[config.mk]
export PLATFORM = sky130hd
export DESIGN_NAME = vga_fb_arbiter
export DESIGN_NICKNAME = d
export VERILOG_FILES = /design/src/rtl/vga_fb_pkg.sv /design/src/rtl/vga_fb_fifo.sv /design/src/rtl/vga_fb_arbiter.sv
export SDC_FILE = /design/constraint.sdc
export NUM_CORES = 1
export LEC_CHECK = 0
export BUFFER_PORTS_ARGS = -buffer_cell sky130_fd_sc_hd__clkbuf_2
export CAP_MARGIN = 20
export CELL_PAD_IN_SITES_DETAIL_PLACEMENT = 0
export CELL_PAD_IN_SITES_GLOBAL_PLACEMENT = 1
export CORE_AREA = 2 2 115 117
export DETAILED_ROUTE_END_ITERATION = 12
export DIE_AREA = 0 0 117 119
export PLACE_DENSITY_LB_ADDON = 0.1
export SYNTH_ARGS = -nofsm -noshare
export SYNTH_HDL_FRONTEND = slang
export SYNTH_SLANG_ARGS = --single-unit
[constraint.sdc]
create_clock -name iCLK -period 6.1 [get_ports iCLK]
set_input_delay 0.305 -clock iCLK [delete_from_list [all_inputs] [get_ports iCLK]]
set_output_delay 0.305 -clock iCLK [all_outputs]
set_load 0.01 [all_outputs]
[src/rtl/vga_fb_pkg.sv]
// vga_fb_pkg: shared types and default constants for the VGA framebuffer arbiter.
//   arb_state_e : slot currently driven to the SRAM (idle, display read, writer write, flush).
//   DEF_*       : default parameter values used by vga_fb_arbiter.
package vga_fb_pkg;

    typedef enum logic [1:0] {S_IDLE, S_READ, S_WRITE, S_FLUSH} arb_state_e;

    localparam int DEF_ADDR_W      = 19;
    localparam int DEF_DATA_W      = 16;
    localparam int DEF_FIFO_DEPTH  = 4;
    localparam int DEF_H_ACT       = 640;
    localparam int DEF_V_ACT       = 480;
    localparam int DEF_WR_MAX_WAIT = 8;

endpackage

[src/rtl/vga_fb_fifo.sv]
// vga_fb_fifo: display prefetch FIFO with synchronous clear and occupancy count.
//   clk_i, rst_ni : clock and asynchronous active-low reset
//   clr_i         : empties the FIFO, overriding push and pop
//   push_i/data_i : write one word (ignored when full without a pop)
//   pop_i         : advance the head (ignored when empty)
//   head_o        : word at the head, valid while count_o != 0
//   count_o       : number of stored words
module vga_fb_fifo
    import vga_fb_pkg::*;
#(
    parameter int DATA_W = DEF_DATA_W,
    parameter int DEPTH  = DEF_FIFO_DEPTH
) (
    input  logic                       clk_i,
    input  logic                       rst_ni,
    input  logic                       clr_i,
    input  logic                       push_i,
    input  logic [DATA_W-1:0]          data_i,
    input  logic                       pop_i,
    output logic [DATA_W-1:0]          head_o,
    output logic [$clog2(DEPTH):0]     count_o
);
    localparam int PTR_W = $clog2(DEPTH);
    localparam int CNT_W = PTR_W + 1;

    logic [DATA_W-1:0] mem_q [DEPTH];
    logic [PTR_W-1:0]  wr_ptr_q, wr_ptr_d, rd_ptr_q, rd_ptr_d;
    logic [CNT_W-1:0]  count_q, count_d;
    logic              do_push, do_pop;

    always_comb begin
        do_pop   = pop_i && count_q != '0;
        do_push  = push_i && (count_q != CNT_W'(DEPTH) || do_pop);
        wr_ptr_d = clr_i ? '0 : wr_ptr_q + PTR_W'(do_push);
        rd_ptr_d = clr_i ? '0 : rd_ptr_q + PTR_W'(do_pop);
        count_d  = clr_i ? '0 : count_q + CNT_W'(do_push) - CNT_W'(do_pop);
    end

    always_ff @(posedge clk_i or negedge rst_ni) begin
        if (!rst_ni) begin
            wr_ptr_q <= '0;
            rd_ptr_q <= '0;
            count_q  <= '0;
        end else begin
            wr_ptr_q <= wr_ptr_d;
            rd_ptr_q <= rd_ptr_d;
            count_q  <= count_d;
        end
    end

    always_ff @(posedge clk_i) begin
        if (do_push && !clr_i) mem_q[wr_ptr_q] <= data_i;
    end

    assign head_o  = mem_q[rd_ptr_q];
    assign count_o = count_q;

endmodule

[src/rtl/vga_fb_arbiter.sv]
// vga_fb_arbiter: single-port SRAM arbiter between a display prefetch reader and a pixel writer.
//   iCLK, iRST_N          : pixel clock, asynchronous active-low reset (released synchronously)
//   iFRAME_START          : vertical-blank pulse, restarts the read stream at address 0
//   iPIX_REQ / oPIX_DATA  : display pop, data one cycle later (0 on an empty pop)
//   oUNDERFLOW            : sticky, set by any empty pop, cleared only by reset
//   iWR_REQ/ADDR/DATA     : writer request held until oWR_ACK
//   oWR_ACK               : one-cycle acknowledge, coincident with the SRAM write
//   oMEM_ADDR/WE/WDATA    : registered SRAM controls
//   iMEM_RDATA            : SRAM read data, one cycle after its address
// Optional feature: define VGA_FB_ARB_STARVE_EN to let a writer that has waited WR_MAX_WAIT
// cycles pre-empt reads while the FIFO holds at least two words.
module vga_fb_arbiter
    import vga_fb_pkg::*;
#(
    parameter int ADDR_W      = DEF_ADDR_W,
    parameter int DATA_W      = DEF_DATA_W,
    parameter int FIFO_DEPTH  = DEF_FIFO_DEPTH,
    parameter int H_ACT       = DEF_H_ACT,
    parameter int V_ACT       = DEF_V_ACT,
    parameter int WR_MAX_WAIT = DEF_WR_MAX_WAIT
) (
    input  logic              iCLK,
    input  logic              iRST_N,
    input  logic              iFRAME_START,
    input  logic              iPIX_REQ,
    output logic [DATA_W-1:0] oPIX_DATA,
    output logic              oUNDERFLOW,
    input  logic              iWR_REQ,
    input  logic [ADDR_W-1:0] iWR_ADDR,
    input  logic [DATA_W-1:0] iWR_DATA,
    output logic              oWR_ACK,
    output logic [ADDR_W-1:0] oMEM_ADDR,
    output logic              oMEM_WE,
    output logic [DATA_W-1:0] oMEM_WDATA,
    input  logic [DATA_W-1:0] iMEM_RDATA
);
    localparam int CNT_W = $clog2(FIFO_DEPTH) + 1;
    localparam int OCC_W = CNT_W + 1;
    localparam logic [ADDR_W-1:0] RD_END = ADDR_W'(H_ACT * V_ACT);

    if (FIFO_DEPTH < 2 || WR_MAX_WAIT < 1) begin : g_bad_cfg
        $error("vga_fb_arbiter: FIFO_DEPTH must be >= 2 and WR_MAX_WAIT >= 1");
    end

    // Reset asserts immediately but releases two clock edges later.
    logic rst_s1_q, rst_s2_q, rst_n;
    always_ff @(posedge iCLK or negedge iRST_N) begin
        if (!iRST_N) begin
            rst_s1_q <= 1'b0;
            rst_s2_q <= 1'b0;
        end else begin
            rst_s1_q <= 1'b1;
            rst_s2_q <= rst_s1_q;
        end
    end
    assign rst_n = rst_s2_q;

    arb_state_e        state_q, state_d;
    logic [ADDR_W-1:0] rd_addr_q, rd_addr_d, rd_base, mem_addr_q, mem_addr_d;
    logic [DATA_W-1:0] mem_wdata_q, mem_wdata_d, pix_q, pix_d, fifo_head;
    logic              mem_we_q, mem_we_d, pend_q, underflow_q, underflow_d;
    logic [CNT_W-1:0]  fifo_cnt, cnt_eff;
    logic [OCC_W-1:0]  occ;
    logic              flush, push, pop, rd_ok, wr_ok, wr_first;

    // During the flush slot the FIFO, read pointer and returning read are treated as already
    // cleared, so the first post-flush read is decided in that same slot.
    always_comb begin
        flush       = state_q == S_FLUSH;
        cnt_eff     = flush ? '0 : fifo_cnt;
        rd_base     = flush ? '0 : rd_addr_q;
        push        = pend_q && !flush;
        pop         = iPIX_REQ && !flush && fifo_cnt != '0;
        occ         = OCC_W'(cnt_eff) + OCC_W'(push) + OCC_W'(state_q == S_READ);
        rd_ok       = rd_base < RD_END && occ < OCC_W'(FIFO_DEPTH);
        wr_ok       = iWR_REQ && state_q != S_WRITE;
        state_d     = iFRAME_START ? S_FLUSH :
                      wr_first     ? S_WRITE :
                      rd_ok        ? S_READ  :
                      wr_ok        ? S_WRITE : S_IDLE;
        rd_addr_d   = state_d == S_READ ? rd_base + ADDR_W'(1) : rd_base;
        mem_addr_d  = state_d == S_READ  ? rd_base  :
                      state_d == S_WRITE ? iWR_ADDR : mem_addr_q;
        mem_we_d    = state_d == S_WRITE;
        mem_wdata_d = mem_we_d ? iWR_DATA : mem_wdata_q;
        pix_d       = pop ? fifo_head : iPIX_REQ ? '0 : pix_q;
        underflow_d = underflow_q || (iPIX_REQ && !pop);
    end

`ifdef VGA_FB_ARB_STARVE_EN
    localparam int WAIT_W = $clog2(WR_MAX_WAIT + 1);
    logic [WAIT_W-1:0] wait_q, wait_d;
    always_comb begin
        wait_d   = (!iWR_REQ || mem_we_q) ? '0 :
                   wait_q == WAIT_W'(WR_MAX_WAIT) ? wait_q : wait_q + WAIT_W'(1);
        wr_first = wr_ok && wait_q == WAIT_W'(WR_MAX_WAIT) && cnt_eff >= CNT_W'(2);
    end
    always_ff @(posedge iCLK or negedge rst_n) begin
        if (!rst_n) wait_q <= '0;
        else        wait_q <= wait_d;
    end
`else
    assign wr_first = 1'b0;
`endif

    always_ff @(posedge iCLK or negedge rst_n) begin
        if (!rst_n) begin
            state_q     <= S_IDLE;
            rd_addr_q   <= '0;
            mem_addr_q  <= '0;
            mem_we_q    <= 1'b0;
            mem_wdata_q <= '0;
            pend_q      <= 1'b0;
            pix_q       <= '0;
            underflow_q <= 1'b0;
        end else begin
            state_q     <= state_d;
            rd_addr_q   <= rd_addr_d;
            mem_addr_q  <= mem_addr_d;
            mem_we_q    <= mem_we_d;
            mem_wdata_q <= mem_wdata_d;
            pend_q      <= state_q == S_READ;
            pix_q       <= pix_d;
            underflow_q <= underflow_d;
        end
    end

    vga_fb_fifo #(.DATA_W(DATA_W), .DEPTH(FIFO_DEPTH)) u_fifo (
        .clk_i   (iCLK),
        .rst_ni  (rst_n),
        .clr_i   (flush),
        .push_i  (push),
        .data_i  (iMEM_RDATA),
        .pop_i   (pop),
        .head_o  (fifo_head),
        .count_o (fifo_cnt)
    );

    assign oMEM_ADDR  = mem_addr_q;
    assign oMEM_WE    = mem_we_q;
    assign oMEM_WDATA = mem_wdata_q;
    assign oWR_ACK    = mem_we_q;
    assign oPIX_DATA  = pix_q;
    assign oUNDERFLOW = underflow_q;

endmodule
==> results of run 1 <==
worst min-delay path: cells and delay by family:
family                 cells  cell delay, ns
AO/OA/AOI/OAI              1            0.05
AND/OR/NAND/NOR            1            0.04
buffers and inverters      1            0.08
sequential cells by signal, summed over array words and instances, names as in the netlist:
| name | flops |
|---|---|
| u_fifo.count_o | 3 |
| rst_s1_q | 1 |
| oUNDERFLOW | 1 |
| rd_addr_q | 19 |
| oMEM_WE | 1 |
| oMEM_ADDR | 19 |
| oMEM_WDATA | 16 |
| rst_n | 1 |
| u_fifo.mem_q | 64 |
| u_fifo.wr_ptr_q | 2 |
| u_fifo.rd_ptr_q | 2 |
| pend_q | 1 |
| oPIX_DATA | 16 |
| state_q | 2 |
where the power goes:
part           internal [mW]  leakage [nW]  switching [mW]
logic                  0.285          1.17           0.277
registers               1.19          1.69          0.0975
clock network          0.557         0.252           0.392
kinds of logic (layout without fill, tap and decap cells):
| family | Yosys count | count (layout) | synth area share |
|---|---|---|---|
| and+or+nand+nor | 99 | 99 | 0.0890 |
| xor gates and xnor gates | 18 | 18 | 0.0260 |
| AOI/OAI and AO/OA | 60 | 60 | 0.0832 |
| buffers and inverters | 27 | 157 | 0.0217 |
| adders and majority gates | 8 | 8 | 0.0178 |
| DFF | 148 | 148 | 0.664 |
| muxes | 33 | 33 | 0.0973 |
| other | 1 | 1 | 0.000619 |
synth_stat cells, types with 5 or more instances:
| master | count | area (µm²) |
|---|---|---|
| sky130_fd_sc_hd__dfrtp_1 | 84 | 2100 |
| sky130_fd_sc_hd__edfxtp_1 | 64 | 1920 |
| sky130_fd_sc_hd__nor2_1 | 23 | 86.3 |
| sky130_fd_sc_hd__a22o_1 | 17 | 149 |
| sky130_fd_sc_hd__a221o_1 | 16 | 160 |
| sky130_fd_sc_hd__mux4_2 | 16 | 360 |
| sky130_fd_sc_hd__nor3b_1 | 16 | 120 |
| sky130_fd_sc_hd__xnor2_1 | 14 | 123 |
| sky130_fd_sc_hd__nand2_1 | 13 | 48.8 |
| sky130_fd_sc_hd__clkbuf_1 | 11 | 41.3 |
| sky130_fd_sc_hd__mux2_4 | 10 | 150 |
| sky130_fd_sc_hd__nand3_1 | 10 | 50.1 |
| sky130_fd_sc_hd__a21oi_1 | 8 | 40.0 |
| sky130_fd_sc_hd__inv_1 | 8 | 30.0 |
| sky130_fd_sc_hd__ha_1 | 7 | 87.6 |
| sky130_fd_sc_hd__mux2_2 | 7 | 78.8 |
| sky130_fd_sc_hd__nor3_1 | 7 | 35.0 |
| sky130_fd_sc_hd__and2_1 | 6 | 37.5 |
| sky130_fd_sc_hd__o21ai_0 | 6 | 30.0 |
| sky130_fd_sc_hd__nand4_1 | 5 | 31.3 |
| sky130_fd_sc_hd__nor4_1 | 5 | 31.3 |
final cells by class:
| cell class | instances | area, µm² |
|---|---|---|
| Clock buffer | 19 | 433 |
| Sequential cell | 148 | 4030 |
| Multi-Input combinational cell | 219 | 1920 |
| Inverter | 10 | 37.5 |
| Clock inverter | 13 | 111 |
| Tap cell | 176 | 220 |
| Timing Repair Buffer | 115 | 633 |
| Fill cell | 1075 | 5490 |
per-stage QoR:
| step | power, mW | worst slack, ns | instances |
|---|---|---|---|
| global placement | 1.85 | 2.23 | 664 |
| detailed placement | 1.88 | 2.12 | 665 |
| finish | 2.80 | 2.43 | 700 |
| CTS | 2.84 | 2.12 | 698 |
| floorplan | 1.66 | 2.76 | 394 |
| global route | 2.96 | 2.04 | 700 |
final timing paths:
kind                              from             to  slack, ns  cells after the start
max reg2reg                 state_q[1]  oMEM_ADDR[12]       2.43                     12
max in group asynchronous        rst_n  oMEM_ADDR[15]       5.24                      1
min in group asynchronous       iRST_N       rst_s1_q       0.20                      2
max                         state_q[1]  oMEM_ADDR[12]       2.43                     12
min                        iWR_ADDR[0]   oMEM_ADDR[0]       0.10                      3
min reg2reg                      rst_n   oPIX_DATA[1]       0.25                      0
routing by layer:
layer  GRT usage  vias to the layer above  part of all wire
met4      0.0772                        0             0.016
met1       0.236                     1835              0.44
met3      0.0478                       12             0.036
met5           0                        -                 0
met2       0.307                       72              0.51
li1            -                     1741                 -
what timing repair did:
action                                  CTS  global route
endpoints found under the setup margin    0             0
hold buffers                              1             0
setup buffers                             0             0
resized for setup                         0             0
endpoints found under the hold margin     2             0
==> reports/metrics.csv, run 1 <==
metric;value;unit
final_antenna_net_count;0;
drv_cap;0;
clkTransAtPathRegs;0.06;ns
endpoints_failing_hold;0;
final_min_period_over_clock_period;0.601;
critical-path-slowest-cell;sky130_fd_sc_hd__and2_1;
fin_nets;575;
family_of_cells_with_the_greatest_summed_delay_on_the_critical_path;simple AND/OR/NAND/NOR gates;
gr-total-overflow;0;
place_congestion;0.734;
core-area;0.0129;mm²
routed_wire_length_per_instance;16.9;µm
synth_async_sr_flop_share;0.568;
cts-root-buf;sky130_fd_sc_hd__clkbuf_16;
layout-drive-gt1-share;0.353;
hpwl;7500;µm
timing_worst_slew_pin_value;0.979;ns
grt_start_max_net_pins;83;
vdd_ir_drop_max;0.000208;V
crit_arrival;3.96;ns
worstPathMaxFanout;39;
starting_density;0.470;
groute.usage.overall;0.187;
detail_route.wirelength;11800;µm
cp_common_cell;sky130_fd_sc_hd__nor2_1;
areaGrowthSynthToFinish;22.0;%
finish.utilization;0.574;
worstSetupStartpointType;flip-flop;
insertedDiodeCount;0;
finalMaxSlewViolations;0;
place_area;0.00680;mm²
input_output_buffers;109;
final.setup_skew;0.00891;ns
htreeDepth;4;
drt-initial-drc-count;148;
maxSlewHeadroom;0.346;
design.portCount;110;
cts_tree;yes;
commonest_non_fill_non_tap_cell_in_the_layout;sky130_fd_sc_hd__clkbuf_2;
number_of_enable_type_register_cells_in_the_synthesized_netlist;64;
grt_antenna_before_repair;0;
synth-seq-area-share;0.664;
ys_seq_elements;148;
run_status;completed;
setup_tns;0;ns
syn-num-nets;458;
drt_first_pass_iters;6;
hold_class;in2reg;
final_area;0.00739;mm²
flip_flop_cell_with_the_highest_count_after_synthesis;sky130_fd_sc_hd__dfrtp_1;
synth.avg_cell_area;15.4;µm²
p_per_area;379;mW/mm²
crit_path_end_kind;flip-flop;
fmax;273;MHz
path_cells;and2_1 > nor2_1 > ha_1 > a211oi_2 > nor2_1 > nor2_4 > o21ai_0 > ha_1 > buf_4 > nor2_1 > buf_4 > a221o_1;
worstSkewPairLatency;0.42;ns
die_outline_area;0.0139;mm²
detail_route.drc_violations;0;
commonest_cells_after_routing_fill_and_taps_aside;109 x sky130_fd_sc_hd__clkbuf_2, 83 x sky130_fd_sc_hd__dfrtp_1, 64 x sky130_fd_sc_hd__edfxtp_1, 23 x sky130_fd_sc_hd__nor2_1;
timing.setup.critical_path_class;reg2reg;
die_height;119;µm
clock_sink_count;148;
leakage;3.10;nW
rsz_0062_raised_after_global_routing;no;
route.vias.total;3660;
timing.final.setup_violations;0;
worst_hold_slack;0.105;ns
netlist_area_before_placement;0.00606;mm²
postSynthCellCount;394;
yosys_warning_count;0;
rows;42;
synth.lib_cells_used.distinct;51;
grt_pass1_wl;19400;µm
min_tclk_post_route;3.67;ns
die_w;117;µm
via_per_inst;5.23;
grt_pass1_vias;3787;
cts_buffers;17;
crit_buf_inv;2;
clk_path_buf_depth;2;
critical_path.max_stage_delay;0.68;ns
critPathRequiredTime;6.40;ns
Note: power is estimated with default switching activity, not from simulation.
==> run 2: changes to the inputs <==
- CORE_AREA: 2 2 115 117 -> 2 2 118 120
- DIE_AREA: 0 0 117 119 -> 0 0 120 122
- clock period: 6.1 -> 3.59 ns (I/O delays scaled with it)
==> run 2 against run 1 <==
Against the previous run:
- via count increased by 7.1%
- worst setup slack got worse by 1.7 ns
- total power increased by 82%
- critical path type unchanged
- critical endpoint is now oMEM_ADDR[6]
- highest routed layer unchanged
==> reports/metrics.csv, run 2 (synthesis results as in run 1) <==
metric;value;unit;change
finalMaxSlewViolations;0;;unchanged
path_cells;and2_1 > nor2_1 > ha_1 > a211oi_2 > nor2_1 > nor2_4 > o21ai_0 > ha_1 > buf_4 > nor3b_1 > a221o_1;;was and2_1 > nor2_1 > ha_1 > a211oi_2 > nor2_1 > nor2_4 > o21ai_0 > ha_1 > buf_4 > nor2_1 > buf_4 > a221o_1
final.setup_skew;0.00571;ns;was 0.00891 ns
grt_pass1_wl;20700;µm;was 19400 µm
critical_path.max_stage_delay;0.42;ns;was 0.68 ns
min_tclk_post_route;2.83;ns;was 3.67 ns
die_height;122;µm;was 119 µm
fmax;353;MHz;was 273 MHz
worst_r2r_endpoint;oMEM_ADDR[6];;was oMEM_ADDR[12]
place_congestion;0.771;;was 0.734
gr-total-overflow;0;;unchanged
grt_antenna_before_repair;0;;unchanged
placed_cells_incl_taps;678;;was 665
timing.final.setup_violations;0;;unchanged
hpwl;8010;µm;was 7500 µm
core-area;0.0135;mm²;was 0.0129 mm²
power.internal;3.74;mW;was 2.04 mW
top_register;u_fifo.mem_q;;unchanged
sw_frac_of_total;0.266;;was 0.274
drt_first_pass_iters;4;;was 6
routed_wire_length_per_instance;16.7;µm;was 16.9 µm
areaGrowthSynthToFinish;32.2;%;was 22.0%
holdCritStartpoint;iWR_ADDR[6];;was iWR_ADDR[0]
layout.area.seq;0.00403;mm²;unchanged
clockPowerShare;0.373;;was 0.339
maxSlewHeadroom;0.425;;was 0.346
sequentialPowerShare;0.429;;was 0.461
final_min_period_over_clock_period;0.789;;was 0.601
r2r-start;state_q[0];;was state_q[1]
drv_cap;0;;unchanged
cts_tree;yes;;unchanged
endpoints_failing_hold;0;;unchanged
timing_worst_slew_pin_value;0.863;ns;was 0.979 ns
holdPathStages;2;;was 3
place_area;0.00684;mm²;was 0.00680 mm²
layout-drive-gt1-share;0.339;;was 0.353
clock_sink_count;148;;unchanged
commonest_non_fill_non_tap_cell_in_the_layout;sky130_fd_sc_hd__clkbuf_2;;unchanged
htreeDepth;4;;unchanged
cts-root-buf;sky130_fd_sc_hd__clkbuf_16;;unchanged
setup_tns;0;ns;unchanged
drt-initial-drc-count;183;;was 148
clkTransAtPathRegs;0.06;ns;about the same
post_cts_buffers;0;;unchanged
worstSkewPairLatency;0.41;ns;was 0.42 ns
p_per_area;636;mW/mm²;was 379 mW/mm²
rows;43;;was 42
groute.usage.overall;0.187;;about the same
worstPathMaxFanout;38;;was 39
critical-path-slowest-cell;sky130_fd_sc_hd__dfrtp_1;;was sky130_fd_sc_hd__and2_1
commonest_cells_after_routing_fill_and_taps_aside;109 x sky130_fd_sc_hd__clkbuf_2, 83 x sky130_fd_sc_hd__dfrtp_1, 64 x sky130_fd_sc_hd__edfxtp_1, 49 x sky130_fd_sc_hd__dlygate4sd3_1, 23 x sky130_fd_sc_hd__nor2_1;;was 109 x sky130_fd_sc_hd__clkbuf_2, 83 x sky130_fd_sc_hd__dfrtp_1, 64 x sky130_fd_sc_hd__edfxtp_1, 23 x sky130_fd_sc_hd__nor2_1
route.vias.total;3919;;was 3660
crit_path_end_kind;flip-flop;;unchanged
clk_path_buf_depth;2;;unchanged
die_outline_area;0.0146;mm²;was 0.0139 mm²
net-switching-power;1.35;mW;was 766 µW
input_output_buffers;109;;unchanged
detail_route.drc_violations;0;;unchanged
detail_route.wirelength;12700;µm;was 11800 µm
hold_class;in2reg;;unchanged
multiInputGateArea;0.00191;mm²;was 0.00192 mm²
insertedDiodeCount;0;;unchanged
vdd_ir_drop_max;0.000373;V;was 0.000208 V
timing.setup.critical_path_class;reg2reg;;unchanged
largest_reg_flops;64;;unchanged
final_antenna_net_count;0;;unchanged
worstSetupStartpointType;flip-flop;;unchanged
crit_arrival;3.12;ns;was 3.96 ns
grt_pass1_vias;4104;;was 3787
cts_buffers;17;;unchanged
power.share.combinational;0.198;;was 0.200
rsz_0062_raised_after_global_routing;no;;unchanged
worstHoldEndpoint;oMEM_ADDR[6];;was oMEM_ADDR[0]
leakage;3.41;nW;was 3.10 nW
grt_start_max_net_pins;83;;unchanged
die_w;120;µm;was 117 µm
regToRegSetupSlack;0.76;ns;was 2.43 ns
via_per_inst;5.15;;was 5.23
ff2ff_path_depth;11;;was 12
design.portCount;110;;unchanged
final_area;0.00801;mm²;was 0.00739 mm²
run_status;completed;;unchanged
critPathRequiredTime;3.88;ns;was 6.40 ns
final_cells;761;;was 700
starting_density;0.449;;was 0.470
num-fill-cells;1093;;was 1075
fin_nets;632;;was 575
==> run 2: cell count changes in the layout (fill, tap and decap cells not counted), sizes merged <==
cell,previous run,this run
dlygate4sd3,1,49
buf,5,14
clkinv,9,3
inv,9,15
clkinvlp,4,0
bufinv,1,3
clkbuf,128,130
==> run 2: worst max-delay path by stage <==
stage / from / end / slack, ns / depth (start not counted)
final: state_q[0] / oMEM_ADDR[6] / 0.76 / 11
after global routing: state_q[0] / oMEM_ADDR[6] / 0.50 / 11
after CTS: state_q[0] / oMEM_ADDR[6] / 0.39 / 10
after detailed placement: state_q[0] / oMEM_ADDR[6] / 0.41 / 10
after global placement: state_q[0] / oMEM_ADDR[4] / 0.51 / 10
after floorplan: state_q[1] / oMEM_ADDR[18] / 0.25 / 14
==> run 2: layer usage <==
metal  global-route usage  share of wire  up-vias
li1                     -              -     1850
met1                0.231           0.43     1959
met2                0.317           0.51       90
met3               0.0510          0.040       20
met4               0.0625          0.016        0
met5                    0              0        -
==> run 2: power groups by stage <==
stage / registers [mW] / logic [mW] / clock network [mW]
floorplan: 2.27 / 0.540 / 0
global placement: 2.22 / 0.950 / 0
detailed placement: 2.23 / 0.962 / 0
CTS: 2.20 / 1.01 / 1.94
global route: 2.21 / 1.12 / 2.01
finish: 2.18 / 1.01 / 1.90
==> run 2: stage by stage <==
stage,total power [mW],utilization,hold slack (ns),setup slack (ns)
after CTS,5.14,0.590,0.000399,0.395
after detailed placement,3.19,0.506,-0.0265,0.410
after floorplan,2.81,-,-0.116,0.250
after global routing,5.35,0.593,0.0148,0.496
final,5.09,0.593,0.0185,0.759
after global placement,3.17,0.506,-0.0354,0.514
==> run 2: area by class of cell <==
class                      instances  area share
tap                              180      0.0281
clock inverter                    11      0.0197
sequential                       148       0.503
inverter                          10     0.00469
timing repair buffer             172       0.145
clock buffer                      21      0.0603
multi-input combinational        219       0.239
==> run 2: repair_timing <==
item / in CTS / in global routing
resized for setup: 0 / 0
hold buffers: 49 / 0
hold endpoints to repair: 98 / 0
==> run 2: worst max-delay path, delay by kind of cell (launching register included) <==
kind / cells / cell delay (ns)
compound gates: 3 / 0.70
fa+ha+maj: 2 / 0.56
buf+inv: 1 / 0.35
flops: 1 / 0.42
simple gates: 5 / 0.66
